--- src/rtl/ctrl_fsm.sv ---
`default_nettype none
// ============================================================================
// Module      : ctrl_fsm
// Description : Multi-cycle instruction sequencer. Walks
//               IDLE -> FETCH -> DECODE -> EXEC -> WB and issues one
//               write-back / PC strobe per instruction in WB.
//               Throughput is one instruction per 4 cycles.
// Revision    : 1.0 - initial release
// ----------------------------------------------------------------------------
// Parameters  : PW           register pointer width (operand port is PW+1 bits)
// Ports       : clk          clock, rising edge
//               reset        synchronous, active-high
//               start        begin execution (honoured in IDLE only)
//               instr[8:0]   instruction word {opcode[3:0], operand[4:0]}
//               acc_zero     accumulator r0 reads zero (sampled in EXEC)
//               reg_write    r0 write-back strobe (ALU ops, GET)
//               reg_set      r0 -> r[op_reg_addr] copy strobe (SET)
//               lut_set      LUT target -> r0 load strobe (LUT)
//               op_reg_addr  operand register pointer, valid DECODE..WB
//               alu_op       ALU function select, valid DECODE..WB
//               pc_inc       program counter +1 strobe
//               branch_take  program counter load-from-LUT strobe
//               busy         high outside IDLE and HALT
//               halted       high in HALT
//               instr_cnt    retired instruction count, saturating
//               illegal      (CTRL_ILLEGAL_TRAP_EN only) undefined-opcode trap
// Build macro : CTRL_ILLEGAL_TRAP_EN - undefined opcodes trap into HALT and
//               raise illegal; when undefined they retire as NOPs.
// ============================================================================
module ctrl_fsm #(
    parameter int PW = 4
) (
    input  logic          clk,
    input  logic          reset,
    input  logic          start,
    input  logic [8:0]    instr,
    input  logic          acc_zero,
    output logic          reg_write,
    output logic          reg_set,
    output logic          lut_set,
    output logic [PW:0]   op_reg_addr,
    output logic [3:0]    alu_op,
    output logic          pc_inc,
    output logic          branch_take,
    output logic          busy,
    output logic          halted,
    output logic [15:0]   instr_cnt
`ifdef CTRL_ILLEGAL_TRAP_EN
    ,
    output logic          illegal
`endif
);

    localparam logic [2:0] c_ST_IDLE   = 3'd0;
    localparam logic [2:0] c_ST_FETCH  = 3'd1;
    localparam logic [2:0] c_ST_DECODE = 3'd2;
    localparam logic [2:0] c_ST_EXEC   = 3'd3;
    localparam logic [2:0] c_ST_WB     = 3'd4;
    localparam logic [2:0] c_ST_HALT   = 3'd5;

    localparam logic [3:0] c_OP_SHR  = 4'b0101;
    localparam logic [3:0] c_OP_SET  = 4'b0110;
    localparam logic [3:0] c_OP_GET  = 4'b0111;
    localparam logic [3:0] c_OP_LUT  = 4'b1000;
    localparam logic [3:0] c_OP_BZ   = 4'b1001;
    localparam logic [3:0] c_OP_HALT = 4'b1111;

    logic [2:0]  r_state;
    logic [8:0]  r_ir;
    logic        r_fld_valid;   // operand fields presented to the datapath
    logic        r_reg_write;
    logic        r_reg_set;
    logic        r_lut_set;
    logic        r_pc_inc;
    logic        r_branch_take;
    logic        r_busy;
    logic        r_halted;
    logic [15:0] r_instr_cnt;

    // Decode of the latched instruction only.
    logic [3:0]  w_opcode;
    logic        w_is_alu;
    logic        w_is_get;
    logic        w_is_set;
    logic        w_is_lut;
    logic        w_is_bz;
    logic        w_is_halt;
    logic        w_trap;
    logic [3:0]  w_alu_sel;

    assign w_opcode  = r_ir[8:5];
    assign w_is_alu  = (w_opcode <= c_OP_SHR);
    assign w_is_get  = (w_opcode == c_OP_GET);
    assign w_is_set  = (w_opcode == c_OP_SET);
    assign w_is_lut  = (w_opcode == c_OP_LUT);
    assign w_is_bz   = (w_opcode == c_OP_BZ);
    assign w_is_halt = (w_opcode == c_OP_HALT);
    assign w_alu_sel = (w_is_alu || w_is_get) ? w_opcode : 4'd0;

`ifdef CTRL_ILLEGAL_TRAP_EN
    logic r_illegal;
    logic w_is_undef;
    assign w_is_undef = (w_opcode >= 4'b1010) && (w_opcode <= 4'b1110);
    assign w_trap     = w_is_undef;
    assign illegal    = r_illegal;
`else
    // Undefined opcodes fall through every decode term and retire as NOPs.
    assign w_trap = 1'b0;
`endif

    always_ff @(posedge clk) begin
        if (reset) begin
            r_state       <= c_ST_IDLE;
            r_ir          <= 9'd0;
            r_fld_valid   <= 1'b0;
            r_reg_write   <= 1'b0;
            r_reg_set     <= 1'b0;
            r_lut_set     <= 1'b0;
            r_pc_inc      <= 1'b0;
            r_branch_take <= 1'b0;
            r_busy        <= 1'b0;
            r_halted      <= 1'b0;
            r_instr_cnt   <= 16'd0;
`ifdef CTRL_ILLEGAL_TRAP_EN
            r_illegal     <= 1'b0;
`endif
        end else begin
            // Strobes are single-cycle; only the EXEC->WB edge raises them.
            r_reg_write   <= 1'b0;
            r_reg_set     <= 1'b0;
            r_lut_set     <= 1'b0;
            r_pc_inc      <= 1'b0;
            r_branch_take <= 1'b0;

            case (r_state)
                c_ST_IDLE: begin
                    if (start) begin
                        r_state <= c_ST_FETCH;
                        r_busy  <= 1'b1;
                    end
                end
                c_ST_FETCH: begin
                    r_ir        <= instr;
                    r_fld_valid <= 1'b1;
                    r_state     <= c_ST_DECODE;
                end
                c_ST_DECODE: begin
                    r_state <= c_ST_EXEC;
                end
                c_ST_EXEC: begin
                    // Strobes are registered here so they are visible in WB.
                    r_state       <= c_ST_WB;
                    r_reg_write   <= w_is_alu || w_is_get;
                    r_reg_set     <= w_is_set;
                    r_lut_set     <= w_is_lut;
                    r_branch_take <= w_is_bz && acc_zero;
                    r_pc_inc      <= !w_is_halt && !w_trap && !(w_is_bz && acc_zero);
                    if (r_instr_cnt != 16'hFFFF) begin
                        r_instr_cnt <= r_instr_cnt + 16'd1;
                    end
                end
                c_ST_WB: begin
                    r_fld_valid <= 1'b0;
                    if (w_is_halt || w_trap) begin
                        r_state  <= c_ST_HALT;
                        r_busy   <= 1'b0;
                        r_halted <= 1'b1;
`ifdef CTRL_ILLEGAL_TRAP_EN
                        r_illegal <= w_trap;
`endif
                    end else begin
                        r_state <= c_ST_FETCH;
                    end
                end
                c_ST_HALT: begin
                    r_state <= c_ST_HALT;
                end
                default: begin
                    r_state     <= c_ST_IDLE;
                    r_busy      <= 1'b0;
                    r_fld_valid <= 1'b0;
                end
            endcase
        end
    end

    // Reset masks the strobes in the very cycle it is asserted, so a reset
    // landing on WB never produces a partial write-back.
    assign reg_write   = r_reg_write   & ~reset;
    assign reg_set     = r_reg_set     & ~reset;
    assign lut_set     = r_lut_set     & ~reset;
    assign pc_inc      = r_pc_inc      & ~reset;
    assign branch_take = r_branch_take & ~reset;

    assign op_reg_addr = r_fld_valid ? (PW+1)'(r_ir[4:0]) : '0;
    assign alu_op      = r_fld_valid ? w_alu_sel : 4'd0;
    assign busy        = r_busy;
    assign halted      = r_halted;
    assign instr_cnt   = r_instr_cnt;

endmodule
`default_nettype wire

--- config.mk ---
export PLATFORM = sky130hd
export DESIGN_NAME = ctrl_fsm
export DESIGN_NICKNAME = d
export VERILOG_FILES = /design/src/rtl/ctrl_fsm.sv
export SDC_FILE = /design/constraint.sdc
export NUM_CORES = 1
export LEC_CHECK = 0
export BUFFER_PORTS_ARGS = -buffer_cell sky130_fd_sc_hd__buf_2
export CAP_MARGIN = 20
export CELL_PAD_IN_SITES_DETAIL_PLACEMENT = 1
export CELL_PAD_IN_SITES_GLOBAL_PLACEMENT = 1
export CORE_UTILIZATION = 38
export CTS_CLUSTER_SIZE = 14
export DETAILED_ROUTE_END_ITERATION = 10
export PLACE_DENSITY = 0.84
export RECOVER_POWER = 50
export SLEW_MARGIN = 30
export SYNTH_ARGS = -nofsm -noshare
export SYNTH_HDL_FRONTEND = slang
export SYNTH_SLANG_ARGS = --single-unit
--- constraint.sdc ---
create_clock -name clk -period 2.35 [get_ports clk]
set_input_delay 0.47 -clock clk [delete_from_list [all_inputs] [get_ports clk]]
set_output_delay 0.47 -clock clk [all_outputs]
set_load 0.005 [all_outputs]
Yosys cells after proc, flatten, opt, wreduce, memory -nomap -nowiden. Cells that the tools add are included.

Register bits after elaboration: 36. Bits in latches: 0. Memory bits (writable): 0. ROM bits: 0. Input port bits: 13. Output and inout port bits: 32. Logic and storage cells: 56. Memories kept: 0.

Add/subtract/negate cells: 1. Multipliers: 0. Divide/modulo/power cells: 0. Order comparisons: 1. Equal/unequal tests: 13. Shift-type cells: 0. Muxes and demuxes: 10. Bitwise gates (word level): 8. Reductions and logical operators: 12.

Operator list (count): one-hot mux 3 bit (6 select lines) (1); adder 16 x 1 -> 16 bit, second input constant (1); inequality test 16 bit, second input constant (1); == test 4 bit, second input constant (3); == test 4 x 3 -> 1 bit, second input constant (2); 2-to-1 mux 4 bit (2); OR reduction 4 bit (2); == test 3 x 2 -> 1 bit, second input constant (2); == test 3 bit, second input constant (2); 2-to-1 mux 3 bit (2); bitwise AND 1 bit (5); 2-to-1 mux 5 bit (1); <= comparator 4 x 3 -> 1 bit, second input constant (1); inequality test 2 bit, second input constant (2); AND reduction 2 bit (2); == test 3 x 1 -> 1 bit, second input constant (1); logical NOT 3 bit (1); inverter 1 bit (3); one-hot mux 1 bit (3 select lines) (1); AND reduction 3 bit (1); logical AND 1 bit (2); logical NOT 1 bit (2); 2-to-1 mux 1 bit (2); one-hot mux 1 bit (2 select lines) (1); other kinds (2) (2).

Depth between registers and ports, before layout.
Word-level depth: 4. Depth in mapped cells: 6. Depth with buffers taken out: 5.

Worst setup path before layout. Ideal clock, no wire load.

Kind: register to register. Start: register r_state[2]. End: register r_instr_cnt[9], in the netlist instr_cnt[9]. Library setup time: 0.070 ns. Data arrival time: 1.675 ns. Data required time: 2.280 ns. Setup slack: 0.605 ns. Stages on the path, launching flop included: 7. Path buffers: 2. Clock period less this slack: 1.745 ns. Path through: dfxtp_1 > buf_6 > nand3b_4 > or3_1 > buf_2 > or4_1 > a21oi_1.

Word-level cells in the longest chain between the ends: 2.

RTL lines: from (decl) (RTL line 68) `logic [2:0] r_state;`; from (signal assigned) (RTL line 113) `r_state <= c_ST_IDLE;`; from (signal assigned) (RTL line 138) `r_state <= c_ST_FETCH;`; from (signal assigned) (RTL line 145) `r_state <= c_ST_DECODE;`; == test 3 x 2 -> 1 bit (RTL line 135) `case (r_state)`; AND reduction 2 bit (no line); to (signal assigned) (RTL line 159) `r_instr_cnt <= r_instr_cnt + 16'd1;`; to (decl) (RTL line 78) `logic [15:0] r_instr_cnt;`.

No other way between the ends. A chain may end at the register's enable or synchronous reset.

Worst setup path in the final report.
Start: register r_state[0]. End: register r_instr_cnt[13], in the netlist instr_cnt[13].

The elaborated chain is that of the path after synthesis.

==> metrics <==
fin crit period=around 2 ns; antenna violations before repair=0; Hold Fails Final Rpt=0; Syn. warnings=0; nets=254; post-route ant nets=0; GRT overflow=0; Max VDD drop=0.000350 V; Worst Setup End Kind=flip-flop; I/O pin count=45; largest net degree at the start of global routing=23; H-tree depth=2; Placer Congestion=0.721; dpl hpwl=3000 um; slew at the pin with the worst max-slew slack=roughly 0.92 ns; WL/cell=14.2 um; Final setup viols=0; pre-CTS worst setup slack=roughly 0.39 ns; commonest non-fill, non-tap cell in the layout=dfxtp_1; Skew-Pair Late Insertion Delay=0.29 ns; setup TNS=0 ns; dominant cells by area after synthesis=dfxtp_1, nor2_1, mux2i_1; FFs w/ async S/R, synth=0%; Period Utilization, post-route=a little over four fifths; GRT Resource Usage Total=19.2%; IO buf count=43; layout cells sized above 1=16.3%; Final Max Slew Viols=0; Mapped Cells=198; Die Wd=68.9 um; Post-Route WL=4120 um; postcts setup bufs=0; Detailed Routing Iterations Pass 1=2; CTS resizes=0; Max Clk Rate=509 MHz; net count after synthesis=between 200 and 250; Clock Skews=~0.0041 ns; global-route wire length before repair=roughly 6600 um; root buf cell=clkbuf_8; clock buffer count from CTS=5; Worst EP arrival=2.18 ns; most frequent cells in the layout=dfxtp_1, nor2_1, buf_2, clkbuf_1, a21oi_1; CTS sink cnt=36; Seq cells post-synth=36; CTS clk-pin slew, worst paths=~0.070 ns; CTS hold repair buffers=0; initial core utilization=41.1%; Synth Cell Area=0.00170 mm2; area leader, netlist=dfxtp_1; vias in the first global route=between 1,500 and 2,000; number of library cell types mapped by synthesis=40; initial DRC count=77; Yosys top cell area share=42.4%; DIE HEIGHT=68.9 um; CP Max Fanout=13; core area=0.00414 mm2; LEAKAGE=0.758 nW; total vias in the final route=1,572; Antenna Cells=0; Core Rows=23; PnR worst setup slack=around 0.38 ns; Hold Crit Class=input port to flip-flop; Area growth, synth to finish=18.4%; flop2flop setup slack=0.38 ns; startpoint class of the critical path=flip-flop; Avg Cell Area, Syn=8.59 um2; setup repair after global routing missed its margin=false; Via density=5.42; P per Cell Area=about 620 mW/mm2; max_slew headroom=38.4%; Max-cap violations=0; WP data required=2.56 ns; # fillers=535; CTS tree=yes; status=finished clean; WS Path Type=flip-flop to flip-flop; Post-synth EDFFs=0; # DRC=0; DIE AREA=0.00475 mm2; sequential area share after synthesis=42.4%; CTS Buffer Depth=2; Post-synth top flop=dfxtp_1
[path summary, 6_finish.rpt]
check	to	depth (start not counted)	start
hold / removal	r_ir[8]	3	instr[8]
setup / recovery	instr_cnt[13]	4	r_state[0]
setup reg to reg	instr_cnt[13]	4	r_state[0]
hold reg to reg	r_ir[2]	2	r_ir[2]
[power breakdown]
| part | total [mW] | internal, mW | switching, mW |
|---|---|---|---|
| sequential | 0.664 | 0.634 | 0.0306 |
| clock | 0.480 | 0.261 | 0.218 |
| combinational | 0.112 | 0.0526 | 0.0591 |
[synth_stat cells, types with 6 or more instances]
cell type and instances:
nand3_1 6, o31ai_1 7, nand2_1 11, and2_1 6, dfxtp_1 36, nor3_1 7
a21oi_1 15, or4_1 7, nor2b_1 9, nor2_1 27, mux2i_1 9
[area by class of cell]
cell class / count / area [um2] / area share, %
multi-input cells: 149 / 916 / 45.5
flip-flops and latches: 36 / 721 / 35.8
repair buffers: 46 / 211 / 10.5
clock buffers: 7 / 96.3 / 4.78
well taps: 50 / 62.6 / 3.11
inverters: 2 / 7.51 / 0.373
[metrics by stage]
stage               instance area [um2]  power, mW  std cells  hold WS (ns)  util [%]
finish                             2010       1.26        290         0.418      48.6
detailed placement                 1940      0.793        283         0.479      46.9
CTS                                2040       1.28        290         0.408      49.2
floorplan                          1700      0.757        198         0.452         -
global placement                   1940      0.787        283         0.462      46.9
global route                       2010       1.30        290         0.429      48.6
[worst max-delay path, stage by stage (launching register included)]
cell,delay [ns]
dfxtp_1,0.50
nand3b_4,0.20
or3_1,0.51
or4_1,0.53
a21oi_1,0.15
[registers in the layout (all words and copies together) (netlist names)]
name           cells
r_branch_take      1
r_ir               9
instr_cnt         16
halted             1
r_reg_write        1
r_reg_set          1
r_fld_valid        1
busy               1
r_lut_set          1
r_state            3
r_pc_inc           1
[metal layers]
layer,global-route usage [%],vias to the layer above,part of all wire (%)
li1,-,791,-
met1,22.4,737,47
met2,32.5,37,46
met3,4.61,7,4.6
met4,9.95,0,1.7
met5,0,-,0
[cell families (layout without fill, tap and decap cells)]
kind of cell    count (synthesis)  after routing  synth area share, %
compound gates                 33             33                 12.0
xor+xnor                        1              1                0.515
fa+ha+maj                       2              2                 1.32
buf+inv                        13             55                 3.82
flops                          36             36                 42.4
mux                            10             10                 5.96
other cells                     1              1                0.220
simple gates                  102            102                 33.8
No activity file was read; power rests on OpenSTA's default activity.
